==> src/rtl/rtc_pkg.sv <==
// rtl/rtc_pkg.sv - shared types and defaults for the RTC alarm scheduler
package rtc_pkg;

    localparam int RTC_NUM_SLOT  = 4;
    localparam int RTC_CNT_WIDTH = 32;

    typedef enum logic {
        IDLE    = 1'b0,
        PRESENT = 1'b1
    } rtc_sched_state_e;

endpackage

==> src/rtl/rtc_rr_arb.sv <==
// rtl/rtc_rr_arb.sv - combinational round-robin pick of the first request at or after ptr
module rtc_rr_arb #(
    parameter int NUM_SLOT  = 4,
    parameter int IDX_WIDTH = $clog2(NUM_SLOT)
) (
    input  logic [NUM_SLOT-1:0]  req_i,
    input  logic [IDX_WIDTH-1:0] ptr_i,
    output logic [IDX_WIDTH-1:0] grant_o,
    output logic                 any_o
);

    int idx;

    // Scan from the farthest offset down so the nearest request to ptr is the last one written.
    always_comb begin
        grant_o = '0;
        any_o   = 1'b0;
        idx     = 0;
        for (int k = NUM_SLOT - 1; k >= 0; k--) begin
            idx = int'(ptr_i) + k;
            if (idx >= NUM_SLOT) begin
                idx = idx - NUM_SLOT;
            end
            if (req_i[idx]) begin
                grant_o = IDX_WIDTH'(idx);
                any_o   = 1'b1;
            end
        end
    end

endmodule

==> src/rtl/rtc_alarm_sched.sv <==
// rtl/rtc_alarm_sched.sv - multi-slot alarm compare with round-robin valid/ready event port
module rtc_alarm_sched
    import rtc_pkg::*;
#(
    parameter int NUM_SLOT  = RTC_NUM_SLOT,
    parameter int CNT_WIDTH = RTC_CNT_WIDTH,
    parameter int IDX_WIDTH = $clog2(NUM_SLOT)
) (
    input  logic                 clk_i,
    input  logic                 rst_n_i,
    input  logic [CNT_WIDTH-1:0] cnt_i,
    input  logic                 cnt_vld_i,
    input  logic                 cfg_wr_i,
    input  logic [IDX_WIDTH-1:0] cfg_idx_i,
    input  logic                 cfg_en_i,
    input  logic [CNT_WIDTH-1:0] cfg_alarm_i,
    input  logic [CNT_WIDTH-1:0] cfg_period_i,
    output logic                 evt_valid_o,
    input  logic                 evt_ready_i,
    output logic [IDX_WIDTH-1:0] evt_idx_o,
    output logic                 irq_o,
    output logic [NUM_SLOT-1:0]  en_o,
    output logic [NUM_SLOT-1:0]  pend_o,
    output logic [NUM_SLOT-1:0]  ovf_o
);

    logic [NUM_SLOT-1:0]  en_q, en_d;
    logic [NUM_SLOT-1:0]  pend_q, pend_d;
    logic [NUM_SLOT-1:0]  ovf_q, ovf_d;
    logic [CNT_WIDTH-1:0] alarm_q [NUM_SLOT];
    logic [CNT_WIDTH-1:0] alarm_d [NUM_SLOT];
    logic [CNT_WIDTH-1:0] period_q [NUM_SLOT];
    logic [CNT_WIDTH-1:0] period_d [NUM_SLOT];

    rtc_sched_state_e     state_q, state_d;
    logic [IDX_WIDTH-1:0] evt_idx_q, evt_idx_d;
    logic [IDX_WIDTH-1:0] ptr_q, ptr_d;

    logic [NUM_SLOT-1:0]  cfg_mask;
    logic [NUM_SLOT-1:0]  hs_clr;
    logic [NUM_SLOT-1:0]  arb_req;
    logic [IDX_WIDTH-1:0] arb_grant;
    logic                 arb_any;
    logic                 cancel;
    logic                 match;

    always_comb begin
        cfg_mask = '0;
        if (cfg_wr_i) begin
            cfg_mask[cfg_idx_i] = 1'b1;
        end
    end

    // A slot being rewritten this cycle must not be granted; its pend is about to clear.
    assign arb_req = pend_q & ~cfg_mask;
    assign cancel  = cfg_wr_i && (cfg_idx_i == evt_idx_q);

    rtc_rr_arb #(
        .NUM_SLOT  (NUM_SLOT),
        .IDX_WIDTH (IDX_WIDTH)
    ) u_arb (
        .req_i   (arb_req),
        .ptr_i   (ptr_q),
        .grant_o (arb_grant),
        .any_o   (arb_any)
    );

    always_comb begin
        en_d     = en_q;
        pend_d   = pend_q;
        ovf_d    = ovf_q;
        alarm_d  = alarm_q;
        period_d = period_q;
        match    = 1'b0;
        for (int i = 0; i < NUM_SLOT; i++) begin
            match = cnt_vld_i && en_q[i] && (cnt_i == alarm_q[i]);
            if (cfg_mask[i]) begin
                en_d[i]     = cfg_en_i;
                alarm_d[i]  = cfg_alarm_i;
                period_d[i] = cfg_period_i;
                pend_d[i]   = 1'b0;
                ovf_d[i]    = 1'b0;
            end else if (match) begin
                // A match landing on the handshake cycle replaces the event, not overruns it.
                pend_d[i] = 1'b1;
                if (pend_q[i] && !hs_clr[i]) begin
                    ovf_d[i] = 1'b1;
                end
                if (period_q[i] != '0) begin
                    alarm_d[i] = alarm_q[i] + period_q[i];
                end else begin
                    en_d[i] = 1'b0;
                end
            end else if (hs_clr[i]) begin
                pend_d[i] = 1'b0;
            end
        end
    end

    always_ff @(posedge clk_i) begin
        if (!rst_n_i) begin
            en_q   <= '0;
            pend_q <= '0;
            ovf_q  <= '0;
            for (int i = 0; i < NUM_SLOT; i++) begin
                alarm_q[i]  <= '0;
                period_q[i] <= '0;
            end
        end else begin
            en_q     <= en_d;
            pend_q   <= pend_d;
            ovf_q    <= ovf_d;
            alarm_q  <= alarm_d;
            period_q <= period_d;
        end
    end

    always_ff @(posedge clk_i) begin
        if (!rst_n_i) begin
            state_q   <= IDLE;
            evt_idx_q <= '0;
            ptr_q     <= '0;
        end else begin
            state_q   <= state_d;
            evt_idx_q <= evt_idx_d;
            ptr_q     <= ptr_d;
        end
    end

    always_comb begin
        state_d   = state_q;
        evt_idx_d = evt_idx_q;
        ptr_d     = ptr_q;
        case (state_q)
            IDLE: begin
                if (arb_any) begin
                    evt_idx_d = arb_grant;
                    state_d   = PRESENT;
                end
            end
            PRESENT: begin
                if (cancel) begin
                    state_d = IDLE;
                end else if (evt_ready_i) begin
                    ptr_d   = (evt_idx_q == IDX_WIDTH'(NUM_SLOT - 1)) ? '0 : evt_idx_q + 1'b1;
                    state_d = IDLE;
                end
            end
            default: state_d = IDLE;
        endcase
    end

    always_comb begin
        evt_valid_o = (state_q == PRESENT);
        hs_clr      = '0;
        if ((state_q == PRESENT) && evt_ready_i && !cancel) begin
            hs_clr[evt_idx_q] = 1'b1;
        end
    end

    assign irq_o     = evt_valid_o;
    assign evt_idx_o = evt_idx_q;
    assign en_o      = en_q;
    assign pend_o    = pend_q;
    assign ovf_o     = ovf_q;

endmodule

==> config.mk <==
export PLATFORM = sky130hd
export DESIGN_NAME = rtc_alarm_sched
export DESIGN_NICKNAME = d
export VERILOG_FILES = /design/src/rtl/rtc_pkg.sv /design/src/rtl/rtc_rr_arb.sv /design/src/rtl/rtc_alarm_sched.sv
export SDC_FILE = /design/constraint.sdc
export NUM_CORES = 1
export LEC_CHECK = 0
export ABC_AREA = 1
export CAP_MARGIN = 5
export CORE_AREA = 10 10 218 220
export CTS_CLUSTER_DIAMETER = 40
export DETAILED_ROUTE_END_ITERATION = 10
export DIE_AREA = 0 0 228 230
export MAX_ROUTING_LAYER = met4
export PLACE_DENSITY = 0.73
export SETUP_SLACK_MARGIN = 0.1
export SYNTH_ARGS = -nofsm -noshare
export SYNTH_HDL_FRONTEND = slang
export SYNTH_SLANG_ARGS = --single-unit
==> constraint.sdc <==
create_clock -name clk_i -period 2.9 [get_ports clk_i]
set_input_delay 0.87 -clock clk_i [delete_from_list [all_inputs] [get_ports clk_i]]
set_output_delay 0.87 -clock clk_i [all_outputs]
set_load 0.05 [all_outputs]
==> results of run 1 <==
cells in the mapped netlist, types with 27 or more instances:
cell type / count / area [um2]
nand3_1: 205 / 1026
inv_1: 594 / 2230
o21ai_0: 195 / 975.9
nand4_1: 74 / 462.9
dfxtp_1: 273 / 5465
xnor2_1: 50 / 437.9
nand3b_1: 29 / 217.7
a21oi_1: 263 / 1316
nor2_1: 519 / 1948
nand2_1: 1614 / 6058
ha_1: 128 / 1602
xor2_1: 27 / 236.5
clkbuf_1: 66 / 247.7
power by group through the flow:
stage	clock (mW)	combinational, mW	sequential, mW
after floorplan	0	1.03	4.05
after global placement	0	1.79	4.11
after detailed placement	0	1.80	4.11
after CTS	5.54	1.82	4.03
after global routing	5.71	2.02	4.05
final	5.53	1.86	4.04
routing by layer:
layer  vias up  global-route usage [%]  wire length, um
met5         -                       -                0
met4         0                   25.52             7577
met3       293                   5.971             8222
met2      1180                   59.61            44360
met1     12210                   40.32            36410
li1      13620                       -                -
registers in the layout, indices dropped and copies added (netlist names):
| register | cells |
|---|---|
| period_q | 128 |
| ptr_q | 2 |
| ovf_o | 4 |
| pend_o | 4 |
| alarm_q | 128 |
| en_o | 4 |
| evt_valid_o | 1 |
| evt_idx_o | 2 |
worst paths after layout:
path	cells after the start	start	slack, ps	endpoint
max reg2reg	14	alarm_q[0]	330	alarm_q[30]
max	1	evt_idx_o[0]	140	evt_idx_o[0]
min reg2reg	2	period_q[87]	470	period_q[87]
min	2	period_q[87]	470	period_q[87]
worst min-delay path, stage by stage (launching register included):
cell and delay [ps]:
dfxtp_1 310, inv_1 60, a21oi_1 50
kinds of logic after synthesis:
group	Yosys count	synth area share (%)
XOR/XNOR	77	2.871
buffers and inverters	719	12.06
AND/OR/NAND/NOR	2511	43.49
adder cells (fa/ha/maj)	132	7.159
flip-flops	273	23.27
AO/OA/AOI/OAI	502	11.15
stage by stage:
step | utilization [%] | std cells
3_3_place_gp | 61.41 | 4980
5_1_grt | 65.12 | 5068
4_1_cts | 65.10 | 5067
6_report | 65.12 | 5069
3_5_place_dp | 61.41 | 4980
2_1_floorplan | - | 4214
area by class of cell:
class / instances / area, um2 / share of cell area (%)
multi-input combinational: 3222 / 15220 / 54.49
sequential: 273 / 5465 / 19.57
timing repair buffer: 286 / 2616 / 9.367
inverter: 614 / 2310 / 8.270
clock buffer: 56 / 1303 / 4.664
tap: 585 / 732.0 / 2.621
clock inverter: 31 / 280.3 / 1.003
antenna: 2 / 5.005 / 0.01792
timing repair:
item                                    4_1_cts  5_1_grt
pin swaps                                     0        0
resized for setup                             3        2
hold buffers                                  0        0
cloned                                        0        0
setup buffers                                 0        0
endpoints found under the setup margin        3        2
==> flow_summary.yaml, run 1 <==
detailed_routing:
  drtAntennaViolNets: 0
  wl_per_cell_um: 19.05
  first_iter_violations: 2330
  dr.pass1.iters: 5
  wl_um: 96570
  vias: 27310
  via_per_inst: 5.387
  drc: 0
placed_design:
  gp_congestion: 1.137
  dp_hpwl_um: 78920
  pre_cts_ws_ps: -242.6
  place_area_um2: 26340
  port_buffers: 119
global_route:
  grt_overflow: 0
  grt_max_degree: 92
  grt_pass1_vias: 25950
  gr-usage-all-layers_pct: 36.45
  grt_pass1_wl_um: 144500
  antenna_found_initial: 4
critical_path:
  crit_required_ps: 2030
  crit_chain: "clkdlybuf4s50_1"
  worst_ep_arrival_time_ps: 1890
  start_kind: "flop"
  path_delay_family: "buffers and inverters"
  worstSetupPathType: "reg2out"
  cp-end-kind: "primary output"
  cp_max_fo: 5
  cpPeakStageDelay_ps: 860
  cp_slowest_cell: "clkdlybuf4s50_1"
  path_buf_inv: 1
outcome:
  status: "finished, final reports clean"
sta:
  fmax_ghz: 0.3626
  fin_skew_ps: 16.77
  finalSetupViolCount: 0
  period_needed_ps: 2758
  final-max-slew-violation-count: 0
  rsz0062_at_grt: "false"
  slew_headroom_pct: 45.75
  holdWs_ps: 472.9
  final.setup.tns_ps: 0
  worst_pin_slew_ps: 813.8
  fin_ws_ps: 141.9
  fin_crit_sh_pct: 95.11
  finalHoldViolations: 0
pwr:
  power.switching_mw: 3.532
  internal_power_mw: 7.894
  swShare_pct: 30.91
  ir_worst_vdd_mv: 0.4984
  power_frac_clock_pct: 48.4
  power_density_nw_per_um2: 409.1
  pwr-share-seq_pct: 35.4
  finalPower_mw: 11.43
  p_comb_share_pct: 16.3
  leakagePower_nw: 14.25
yosys:
  ys_warn_count: 0
  synth.distinct_cells: 49
  synth_ff_type: "dfxtp_1"
  syn_inst: 4214
  async_flop_share_pct: 0
  avgSynthCellArea_um2: 5.574
  synth_seq_cells: 273
  syn_area_um2: 23490
  yosysSeqAreaShare_pct: 23.27
  synth-edff-count: 0
  syn_nets: 4450
job:
  maxCapViolCount: 0
floorplanning:
  start_util_pct: 54.77
  io_pins: 120
  core_area_um2: 42890
  rows: 76
  fp.dieArea_um2: 52440
  dieWidth_um: 228
  die_h_um: 230
finish:
  areaGrowthSynthToFinish_pct: 18.90
  drive_above_1_share_pct: 7.162
  final_cell_mix: "1613 x nand2_1, 594 x inv_1, 518 x nor2_1"
  nNetsFinal: 4681
  design_area_um2: 27930
  fill_cells: 4242
  final_common_cell: "nand2_1"
cts:
  cts_max_level: 2
  cts-root-buf: "clkbuf_16"
  clock_latency_ps: 580
  clockBufferDepth: 3
  cts_tree: "done"
  clock-sinks: 273
  cts_made_buffers: 48
  clk_pin_slew_ps: 50
worst_hold_path:
  holdCritPathClass: "reg2reg"
Note: power is estimated with default switching activity, not from simulation.
==> run 2, diff against run 1 <==
Clock period 2.9 ns to 2.6 ns, I/O delays scaled along.
==> run 2 against run 1 <==
Against the previous run: cell count increased by 0.59%; total power grew 9.5%; critical path depth unchanged; register-to-register slack lost 110 ps; sequential power up 12%; combinational power is 14% higher; routed wire length fell by 0.45%; count of clock-buffer cells in the layout decreased by 2; critical endpoint is now en_o[2]; non-clock buffer count is 38 higher; via count grew 0.53%; clock power grew 6.3%; global-route usage decreased by 0.12 points.
==> flow_summary.yaml, run 2 (same netlist as run 1, synthesis figures left out) <==
pwr:
  power_frac_clock_pct: 47.0
  pwr-share-seq_pct: 36.0
  leakagePower_nw: 14.60
  ir_worst_vdd_mv: 0.4319
  swShare_pct: 29.65
  power_density_nw_per_um2: 442.3
  power.switching_mw: 3.709
  internal_power_mw: 8.801
  p_comb_share_pct: 16.9
  finalPower_mw: 12.51
detailed_routing:
  drc: 0
  first_iter_violations: 2473
  wl_um: 96140
  drtAntennaViolNets: 0
  wl_per_cell_um: 18.85
  dr.pass1.iters: 8
  vias: 27450
  via_per_inst: 5.384
sta:
  final.setup.tns_ps: 0
  period_needed_ps: 2460
  slew_headroom_pct: 46.11
  fin_skew_ps: 21.61
  finalSetupViolCount: 0
  finalHoldViolations: 0
  worst_pin_slew_ps: 808.3
  holdWs_ps: 472.8
  fmax_ghz: 0.4065
  rsz0062_at_grt: "true"
  fin_crit_sh_pct: 94.61
  final-max-slew-violation-count: 0
critical_path:
  reg2reg_depth: 12
  cp_max_fo: 3
  worst_ep_arrival_time_ps: 1680
  reg2reg_from: "alarm_q[64]"
  rr_endpoint: "alarm_q[88]"
  path_buf_inv: 1
  r2r_slack_ps: 220
  path_delay_family: "buffers and inverters"
  start_kind: "flop"
  worstSetupPathType: "reg2out"
  crit_required_ps: 1820
  crit_chain: "dlygate4sd2_1"
  cpPeakStageDelay_ps: 590
  cp-end-kind: "primary output"
  cp_slowest_cell: "dlygate4sd2_1"
finish:
  final_common_cell: "nand2_1"
  areaGrowthSynthToFinish_pct: 20.40
  nNetsFinal: 4715
  fin_util_pct: 65.95
  drive_above_1_share_pct: 8.331
  final_cell_mix: "1604 x nand2_1, 591 x inv_1, 511 x nor2_1"
  reg_top3: "alarm_q: 128 flops, period_q: 128 flops"
global_route:
  grt_pass1_vias: 26020
  grt_overflow: 0
  antenna_found_initial: 4
  grt_pass1_wl_um: 144600
  gr-usage-all-layers_pct: 36.33
  grt_max_degree: 88
floorplanning:
  core_area_um2: 42890
  io_pins: 120
  rows: 76
  fp.dieArea_um2: 52440
  die_h_um: 230
  start_util_pct: 54.77
  dieWidth_um: 228
cts:
  clock_latency_ps: 580
  cts-root-buf: "clkbuf_16"
  cts_setup_buffers: 0
  cts_tree: "done"
  clk_pin_slew_ps: 50
  cts_hold_buf: 0
  cts_made_buffers: 44
  clockBufferDepth: 3
  clock-sinks: 273
  cts_max_level: 2
job:
  maxCapViolCount: 0
worst_hold_path:
  holdCritPathClass: "reg2reg"
  hp-start: "ovf_o[0]"
  whs_endpoint: "ovf_o[0]"
  whs_path_depth: 1
outcome:
  status: "finished, final reports clean"
placed_design:
  port_buffers: 119
  dp_hpwl_um: 78740
  gp_congestion: 1.084
run 2: changes by cell type in the layout (fill, tap and decap cells not counted), moves of 4 or more:
cell,previous run,this run
inv_6,7,2
clkinv_2,3,8
dlygate4sd2_1,3,14
clkinv_4,5,1
buf_4,154,189
clkdlybuf4s50_1,114,89
nor2_1,518,511
nand2_1,1613,1604
nand2_2,6,15
dlymetal6s2s_1,1,13
nor2_4,5,10
buf_12,14,18
run 2: layer usage:
layer | vias to the layer above | global-route usage [%] | routed length [um]
met3 | 329 | 5.417 | 7863
met2 | 1164 | 59.47 | 44190
met4 | 0 | 24.35 | 7332
li1 | 13660 | - | -
met5 | - | - | 0
met1 | 12300 | 40.84 | 36750
run 2: through the flow:
| step | cell area [um2] | worst slack [ps] | instances |
|---|---|---|---|
| 2_1_floorplan | 23490 | 454.1 | 4214 |
| 6_report | 28280 | 140.1 | 5099 |
| 3_5_place_dp | 26660 | -551.2 | 5017 |
| 5_1_grt | 28280 | 16.67 | 5099 |
| 3_3_place_gp | 26660 | -502.7 | 5017 |
| 4_1_cts | 28130 | 124.1 | 5097 |
run 2: layout make-up:
cell class,instances,area (um2)
tap,585,732.0
timing repair buffer,324,2980
clock buffer,54,1210
clock inverter,26,261.5
antenna,1,2.502
sequential,273,5465
inverter,614,2315
fill,4327,14600
multi-input combinational,3222,15320
run 2: worst max path at each step:
stage | from | end | slack, ps | cells past startpoint
6_report | en_o[2] | en_o[2] | 140 | 1
3_3_place_gp | cnt_i[1] | alarm_q[122] | -500 | 14
4_1_cts | en_o[2] | en_o[2] | 120 | 1
5_1_grt | alarm_q[32] | alarm_q[62] | 20 | 15
3_5_place_dp | cnt_i[1] | alarm_q[121] | -550 | 14
2_1_floorplan | cnt_i[24] | alarm_q[122] | 450 | 12
run 2: power by group through the flow:
stage	registers (mW)	logic, mW	clock network, mW
2_1_floorplan	4.52	1.15	0
3_3_place_gp	4.58	2.04	0
3_5_place_dp	4.58	2.05	0
4_1_cts	4.50	2.07	5.90
5_1_grt	4.51	2.31	6.08
6_report	4.51	2.12	5.88
run 2: timing repair:
item / in CTS / in global routing
pin swaps: 0 / 5
gates cloned: 0 / 1
resized for setup: 18 / 45
setup endpoints to repair: 32 / 96
